[src/rtl/alu_ctrl_pkg.sv]
// Shared types and opcodes for the ALU request arbiter and the ALU it feeds.
package alu_ctrl_pkg;

  typedef enum logic [1:0] {IDLE, EXEC, RESP} alu_arb_state_t;

  localparam logic [3:0] ALU_SEL_ADD  = 4'b0000;
  localparam logic [3:0] ALU_SEL_SUB  = 4'b0001;
  localparam logic [3:0] ALU_SEL_SHL  = 4'b0010;
  localparam logic [3:0] ALU_SEL_SHR  = 4'b0011;
  localparam logic [3:0] ALU_SEL_AND  = 4'b0100;
  localparam logic [3:0] ALU_SEL_OR   = 4'b0101;
  localparam logic [3:0] ALU_SEL_XOR  = 4'b0110;
  localparam logic [3:0] ALU_SEL_NAND = 4'b0111;
  localparam logic [3:0] ALU_SEL_NOR  = 4'b1000;
  localparam logic [3:0] ALU_SEL_XNOR = 4'b1001;

endpackage

[src/rtl/rr_arbiter.sv]
// Combinational round-robin pick: first asserted req at or after ptr, wrapping.
// Produces nothing while enable is low.
module rr_arbiter #(
  parameter int N_REQ = 4
) (
  input  logic [N_REQ-1:0]         req,
  input  logic [$clog2(N_REQ)-1:0] ptr,
  input  logic                     enable,
  output logic [N_REQ-1:0]         grant,
  output logic [$clog2(N_REQ)-1:0] grant_idx
);

  localparam int IDX_W = $clog2(N_REQ);

  int   idx;
  logic found;

  always_comb begin
    grant     = '0;
    grant_idx = '0;
    found     = 1'b0;
    idx       = 0;
    for (int i = 0; i < N_REQ; i++) begin
      idx = int'(ptr) + i;
      if (idx >= N_REQ) idx = idx - N_REQ;
      if (enable && !found && req[idx]) begin
        found      = 1'b1;
        grant[idx] = 1'b1;
        grant_idx  = IDX_W'(idx);
      end
    end
  end

endmodule

[src/rtl/alu_req_arbiter.sv]
// Shares one combinational ALU between N_REQ requesters: round-robin grant, registered
// operands onto the ALU, captured result returned with the requester id (accept -> resp in 2 cycles).
module alu_req_arbiter
  import alu_ctrl_pkg::*;
#(
  parameter int N_REQ = 4,
  parameter int WIDTH = 8,
  parameter int SEL_W = 4
) (
  input  logic                     clk,
  input  logic                     reset,
  input  logic [N_REQ-1:0]         req_valid,
  input  logic [N_REQ*WIDTH-1:0]   req_a,
  input  logic [N_REQ*WIDTH-1:0]   req_b,
  input  logic [N_REQ*SEL_W-1:0]   req_sel,
  output logic [N_REQ-1:0]         req_ready,
  output logic [WIDTH-1:0]         alu_a,
  output logic [WIDTH-1:0]         alu_b,
  output logic [SEL_W-1:0]         alu_sel,
  input  logic [WIDTH-1:0]         alu_out,
  input  logic                     alu_carry,
  output logic                     resp_valid,
  input  logic                     resp_ready,
  output logic [WIDTH-1:0]         resp_data,
  output logic                     resp_carry,
  output logic [$clog2(N_REQ)-1:0] resp_id
);

  localparam int ID_W = $clog2(N_REQ);

  alu_arb_state_t   state;
  logic [ID_W-1:0]  rr_ptr;
  logic [ID_W-1:0]  op_id;
  logic [ID_W-1:0]  grant_idx;
  logic [ID_W-1:0]  ptr_next;
  logic [N_REQ-1:0] grant;
  logic             grant_vld;
  logic             arb_en;
  logic [WIDTH-1:0] op_a, op_b, win_a, win_b;
  logic [SEL_W-1:0] op_sel, win_sel;

  // Gated by reset so nothing is handed out in a cycle whose edge wipes it.
  assign arb_en = !reset && ((state == IDLE) || (state == RESP && resp_ready));

  rr_arbiter #(.N_REQ(N_REQ)) u_rr (
    .req       (req_valid),
    .ptr       (rr_ptr),
    .enable    (arb_en),
    .grant     (grant),
    .grant_idx (grant_idx)
  );

  assign grant_vld = |grant;
  assign req_ready = grant;
  assign ptr_next  = (grant_idx == ID_W'(N_REQ - 1)) ? '0 : grant_idx + 1'b1;

  always_comb begin
    win_a   = '0;
    win_b   = '0;
    win_sel = '0;
    for (int i = 0; i < N_REQ; i++) begin
      if (grant[i]) begin
        win_a   = req_a[i*WIDTH +: WIDTH];
        win_b   = req_b[i*WIDTH +: WIDTH];
        win_sel = req_sel[i*SEL_W +: SEL_W];
      end
    end
  end

  assign alu_a   = op_a;
  assign alu_b   = op_b;
  assign alu_sel = op_sel;

  always_ff @(posedge clk) begin
    if (reset) begin
      state      <= IDLE;
      rr_ptr     <= '0;
      op_a       <= '0;
      op_b       <= '0;
      op_sel     <= '0;
      op_id      <= '0;
      resp_valid <= 1'b0;
      resp_data  <= '0;
      resp_carry <= 1'b0;
      resp_id    <= '0;
    end else begin
      if (grant_vld) begin
        op_a   <= win_a;
        op_b   <= win_b;
        op_sel <= win_sel;
        op_id  <= grant_idx;
        rr_ptr <= ptr_next;
      end
      case (state)
        IDLE: if (grant_vld) state <= EXEC;
        EXEC: begin
          resp_data  <= alu_out;
          resp_carry <= alu_carry;
          resp_id    <= op_id;
          resp_valid <= 1'b1;
          state      <= RESP;
        end
        RESP: if (resp_ready) begin
          resp_valid <= 1'b0;
          state      <= grant_vld ? EXEC : IDLE;
        end
        default: state <= IDLE;
      endcase
    end
  end

endmodule

[config.mk]
export PLATFORM = sky130hd
export DESIGN_NAME = alu_req_arbiter
export DESIGN_NICKNAME = d
export VERILOG_FILES = /design/src/rtl/alu_ctrl_pkg.sv /design/src/rtl/rr_arbiter.sv /design/src/rtl/alu_req_arbiter.sv
export SDC_FILE = /design/constraint.sdc
export NUM_CORES = 1
export LEC_CHECK = 0
export ABC_AREA = 1
export BUFFER_PORTS_ARGS = -buffer_cell sky130_fd_sc_hd__buf_2
export CORE_UTILIZATION = 40
export DETAILED_ROUTE_END_ITERATION = 10
export HOLD_SLACK_MARGIN = 0.15
export PLACE_DENSITY = 0.73
export SETUP_SLACK_MARGIN = 0.05
export SYNTH_ARGS = -nofsm -noshare
export SYNTH_HDL_FRONTEND = slang
export SYNTH_SLANG_ARGS = --single-unit
[constraint.sdc]
create_clock -name clk -period 2.1 [get_ports clk]
set_clock_uncertainty 0.15 [all_clocks]
set_input_delay 0.105 -clock clk [delete_from_list [all_inputs] [get_ports clk]]
set_output_delay 0.105 -clock clk [all_outputs]
set_load 0.005 [all_outputs]
Word level (Yosys, flattened, before mapping)
Cells that the tools add are included.
{"block": "op_classes", "n_addsub": 8, "n_lt_le_gt_ge": 12, "n_eq_ne": 5, "mux": 54, "bitwise": 3, "reduce_logical": 23}
{"cell": "$ge 32x1->1 const B", "n": 4}
{"cell": "$lt 32x4->1 const B", "n": 4}
{"cell": "$mux 32", "n": 4}
{"cell": "$ge 32x4->1 const B", "n": 3}
{"cell": "$sub 32x4->32 const B", "n": 3}
{"cell": "$mux 8", "n": 8}
{"cell": "$mux 4", "n": 8}
{"cell": "$mux 1", "n": 17}
{"cell": "$mux 2", "n": 7}
{"cell": "$logic_and 1x1->1", "n": 13}
{"cell": "$or 4x4->4", "n": 3}
{"cell": "$bmux 1 s2", "n": 4}
{"cell": "$demux 1 s2", "n": 4}
{"cell": "$add 2x2->3 const B", "n": 2}
{"cell": "$pmux 2 s3", "n": 1}
{"cell": "$eq 2x2->1 const B", "n": 2}
{"cell": "$logic_not 1->1", "n": 4}
{"cell": "$ne 2x2->1 const B", "n": 2}
{"cell": "$reduce_and 2->1", "n": 2}
{"cell": "$reduce_or 4->1", "n": 1}
{"cell": "$sub 2x3->4 const B", "n": 1}
{"cell": "$add 2x1->3 const B", "n": 1}
{"cell": "$ge 2x3->1 const B", "n": 1}
{"cell": "$add 2x1->2 const B", "n": 1}
{"cell": "other kinds (5)", "n": 5}
{"block": "word_totals", "regBits": 38, "input_bits": 96, "wordCells": 115, "out_inout_bits": 36}

Logic depth before layout (Yosys ltp)
{"block": "depth", "ltp_word": 23, "ltp_mapped": 17, "mapped_depth_nobuf": 15}

Hierarchy
From an unflattened synthesis, not the netlist that was laid out.
{"block": "unflattened", "cells_unflattened": 412, "hier_area_um2": 2708.8}
{"mod": "alu_req_arbiter", "cells_each": 331, "area_per_inst_um2": 2210.9, "n_inst": 1, "seq_area_each_um2": 760.7}
{"mod": "rr_arbiter", "cells_each": 81, "area_per_inst_um2": 498.0, "n_inst": 1, "seq_area_each_um2": 0.0}

Least setup slack after synthesis
Ideal clock, no wire load.
{"block": "synth_path", "path_type": "reg2reg", "start": "register rr_ptr[1]", "end": "register op_a[1], in the netlist alu_a[1]", "setup_slack_ns": -0.230, "arrival_ns": 2.109, "path_stages_with_launch": 16, "t_required_ns": 1.880, "setup_ns": 0.070, "path_buffers": 1, "period_less_slack_ns": 2.330, "cell_sequence": "dfxtp_1 -> inv_1 -> ha_1 -> inv_1 -> nand3_1 -> nand2_2 -> nand3_2 -> nor2_1 -> nor2_1 -> nand3_2 -> buf_2 -> a21oi_1 -> nand2_1 -> nand2_1 -> nand2_1 -> a21oi_1"}
{"block": "synth_via", "elab_cells_between_ends": 72, "cone_classes": "add/sub: 7; order compare: 12; mux: 35; bitwise: 3; reduce/logical: 15"}
{"element": "start: declaration", "line": "alu_req_arbiter.sv:32", "text": "logic [ID_W-1:0] rr_ptr;"}
{"element": "start signal: assignment", "line": "alu_req_arbiter.sv:92", "text": "rr_ptr <= ptr_next;"}
{"element": "branches (longest 18 deep; another with $sub 32x4->32)"}
{"element": "$mux 4 (*)", "line": "rr_arbiter.sv:26", "text": "if (enable && !found && req[idx]) begin"}
{"element": "net req_ready[1]", "line": "alu_req_arbiter.sv:16", "text": "output logic [N_REQ-1:0] req_ready,"}
{"element": "$mux 8 (3 in a row)", "line": "alu_req_arbiter.sv:62", "text": "if (grant[i]) begin"}
{"element": "end signal: assignment", "line": "alu_req_arbiter.sv:88", "text": "op_a <= win_a;"}
{"element": "end: declaration", "line": "alu_req_arbiter.sv:39", "text": "logic [WIDTH-1:0] op_a, op_b, win_a, win_b;"}
Mark *: on every way through the listed nets, which the timed path passes. The select of a mux whose other input is x is not followed.
A chain may end at the register's enable or synchronous reset.

==> results.toml <==
[status]
status = "finished with violations"
violations = "design-rule violations, negative setup slack"

[die]
core_mm2 = 0.006495
ios = 132
fp-row-count = 29
die_w_um = 84.94
dieArea_mm2 = 0.007214
start_util_pct = 42.36
die_y_um = 84.94

[cells_and_area]
diodes = 0
fillers = 246
multi_input_area_mm2 = 0.002052
layout-drive-gt1-share_pct = 43.35
fin_util_pct = 88.00
nets = 832
regArea_um2 = 765.7
final_cell_count_no_fill = 806
syn2layout_area_growth_pct = 107.7

[route]
wirelength_um = 19310
viasPerCell = 6.311
ant_nets = 0
drc_errors = 13
drt_iter0_markers = 754
dr.pass1.iters = 11
wire_per_inst_um = 23.95
vias = 5087

[placed_design]
dp_hpwl_um = 5917
gp_congestion = 0.8672
dp.cells = 666
port_buffers = 131

[global_routing]
grtUsageTotal_pct = 41.94
grt_pass1_wl_um = 23540
grt_pass1_vias = 4743
antenna_found_initial = 0
grt_max_degree = 25
overflow = 0

[setup_path]
cp_data_arrival_time_ps = 2800
criticalPathCategory = "reg -> reg"
timing.critical_path.slowest_stage_cell = "dfxtp_4"
cp_common_cell = "nand3_4"
crit_buf_inv = 4
crit_fanout = 8
cp.required_ps = 2140
cp-start-kind = "register"
r2r_cells = 15
path_delay_family = "simple AND/OR/NAND/NOR gates"
crit_chain = "inv_8, ha_4, inv_4, nand3_4, nand2_4, nand3_4, nor2_2, a21oi_2, nand3_4, buf_6, buf_16, a21oi_2, nand2_1, nand2_1, a21oi_1"
rr_endpoint = "alu_b[2]$_SDFFE_PP0P_"
cp_slowest_stage_delay_ps = 400
crit_path_end_kind = "register"
reg2reg_slack_ps = -670

[hold_path]
min_path_cells = 7
min-delay-start = "req_sel[0]"
hold_path.class = "in -> reg"
min_delay_worst_endpoint = "alu_sel[0]$_SDFFE_PP0P_"

[clock_tree]
cts.reportedPaths.clkPinSlew_ps = 80
clockBufferDepth = 2
cts_max_level = 2
cts_tree = "yes"
cts_buffers = 5
clk_latency_ps = 310
clock-root-buffer = "clkbuf_8"
clkSinkCount = 38

[synthesis]
syn_avg_cell_area_um2 = 6.060
synth_top_area_share_pct = 27.65
synth_area_leaders = "dfxtp_1 (28%), nand2_1 (20%), a21oi_1 (12%), inv_1 (7.9%), nand3_1 (6.7%)"
synth_cell_type_count = 23
ys_seq_area_share_pct = 27.65
synth_top_area_cell = "dfxtp_1"
syn_area_mm2 = 0.002751
syn_inst = 454
synth_fp_nets = 557
yosysWarningCount = 0
synth-seq-cells = 38

[power]
seq_power_share_pct = 14.0
p_clk_share_pct = 8.4
swShare_pct = 51.14
p_leak_uw = 0.002938
p_per_area_mw_per_mm2 = 1406
combPwrFrac_pct = 77.6
peakVddDrop_mv = 0.8782
internal_power_uw = 3925
power.switching_uw = 4109

[timing]
maxSlewHeadroom_pct = 77.76
rsz0062_at_grt = "true"
worst_slack_ps = -666.4
setup_viol = 29
finalHoldViolCount = 0
worstMarginPinSlew_ps = 333.6
timing.final.crit_period_ps = 2766
timing.fmax_mhz = 361.5
min_period_over_period_pct = 131.7
drv_slew = 0

[job]
maxCapViolCount = 0
worst max-delay path by stage:
stage | slack (ps) | startpoint | to | cells after the start
after floorplan | -60 | register | register | 14
after global placement | -100 | register | alu_sel[0]$_SDFFE_PP0P_ | 15
after detailed placement | -160 | register | alu_a[6]$_SDFFE_PP0P_ | 15
after CTS | -100 | register | req_ready[2] | 12
after global routing | -680 | rr_ptr[1]$_SDFFE_PP0P_ | alu_b[2]$_SDFFE_PP0P_ | 15
final | -670 | register | alu_b[2]$_SDFFE_PP0P_ | 15
synth_stat cells, drive strengths merged:
cell type  count
ha             7
o22ai          1
nand3         47
a21oi         67
o21ai         13
nor2          40
inv           62
clkbuf         4
nand2        151
dfxtp         38
buf           22
and2           1
a31oi          1
cells by family (layout without fill, tap and decap cells):
logic type	Yosys count	in the layout	synth area share [%]
buffers and inverters	88	363	14.73
adder cells (fa/ha/maj)	7	7	3.183
flip-flops	38	38	27.65
AO/OA/AOI/OAI	82	82	15.42
AND/OR/NAND/NOR	239	239	39.02
flip-flops by register name, summed over array words and instances, names as in the netlist, 2 cells and up, named ones only:
signal and cells:
resp_id 2, resp_data 8, alu_b 8, op_id 2, alu_a 8, alu_sel 4, state 2
per-stage QoR:
stage	area (um^2)	worst slack, ps	total power (uW)	hold WS, ps	TNS (ps)
6_report	5715	-666.4	8034	314.9	-11920
5_1_grt	5715	-683.3	8301	303.5	-13710
4_1_cts	5323	-95.34	6192	150.7	-2017
3_5_place_dp	3676	-164.1	4553	169.3	-2717
3_3_place_gp	3676	-101.6	4490	172.7	-1382
2_1_floorplan	2833	-57.71	3552	65.36	-1171
repair_timing:
| action | 4_1_cts | 5_1_grt |
|---|---|---|
| resized for setup | 68 | 69 |
| hold buffers | 102 | 0 |
| endpoints found under the setup margin | 29 | 38 |
| buffers inserted | 10 | 11 |
| pin swaps | 23 | 17 |
| cloned | 8 | 2 |
| hold endpoints to repair | 34 | 0 |
final cells by class:
type	count	share of cell area, %
repair buffers	294	42.73
clock buffers	6	1.445
clock inverters	1	0.5254
multi-input cells	328	35.90
well taps	77	1.686
inverters	62	4.313
flip-flops and latches	38	13.40
power groups by stage:
stage                     Sequential [uW]  Combinational [uW]  Clock, uW
after floorplan                      1110                2440          0
after global placement               1100                3400          0
after detailed placement             1100                3450          0
after CTS                            1090                4460        646
after global routing                 1130                6490        684
final                                1120                6240        674
per-layer routing:
metal / GRT usage (%) / up-vias / part of all wire [%]
met3: 14.20 / 263 / 15
met1: 42.83 / 2270 / 32
met5: 0 / - / 0.27
met4: 31.59 / 2 / 11
met2: 71.32 / 580 / 42
li1: - / 1972 / -
placed cells by master, fill, tap and decap left out, types with 2 or more instances in the layout:
cell	synthesis	routed
a21oi_2	0	34
a21oi_1	66	27
inv_2	3	6
nor2_2	0	6
dlygate4sd3_1	0	102
dfxtp_1	38	36
clkbuf_8	0	6
nor2_4	2	5
nand3_1	37	25
a21oi_4	1	6
inv_1	58	53
nand3_4	0	10
nand3_2	10	12
o21ai_0	13	12
nor2_8	2	2
buf_6	4	20
nand2_2	7	20
buf_12	0	7
buf_16	0	5
nand2_4	0	7
nor2_1	36	27
buf_4	9	28
buf_2	7	130
nand2_1	144	124
ha_1	7	6
worst register-to-register path, delay by kind of cell (launching register included):
| kind | cells | cell delay (ps) |
|---|---|---|
| and+or+nand+nor | 7 | 930 |
| AOI/OAI and AO/OA | 3 | 450 |
| buffers and inverters | 4 | 440 |
| DFF | 1 | 400 |
| adders and majority gates | 1 | 290 |
No activity file was read; power rests on OpenSTA's default activity.
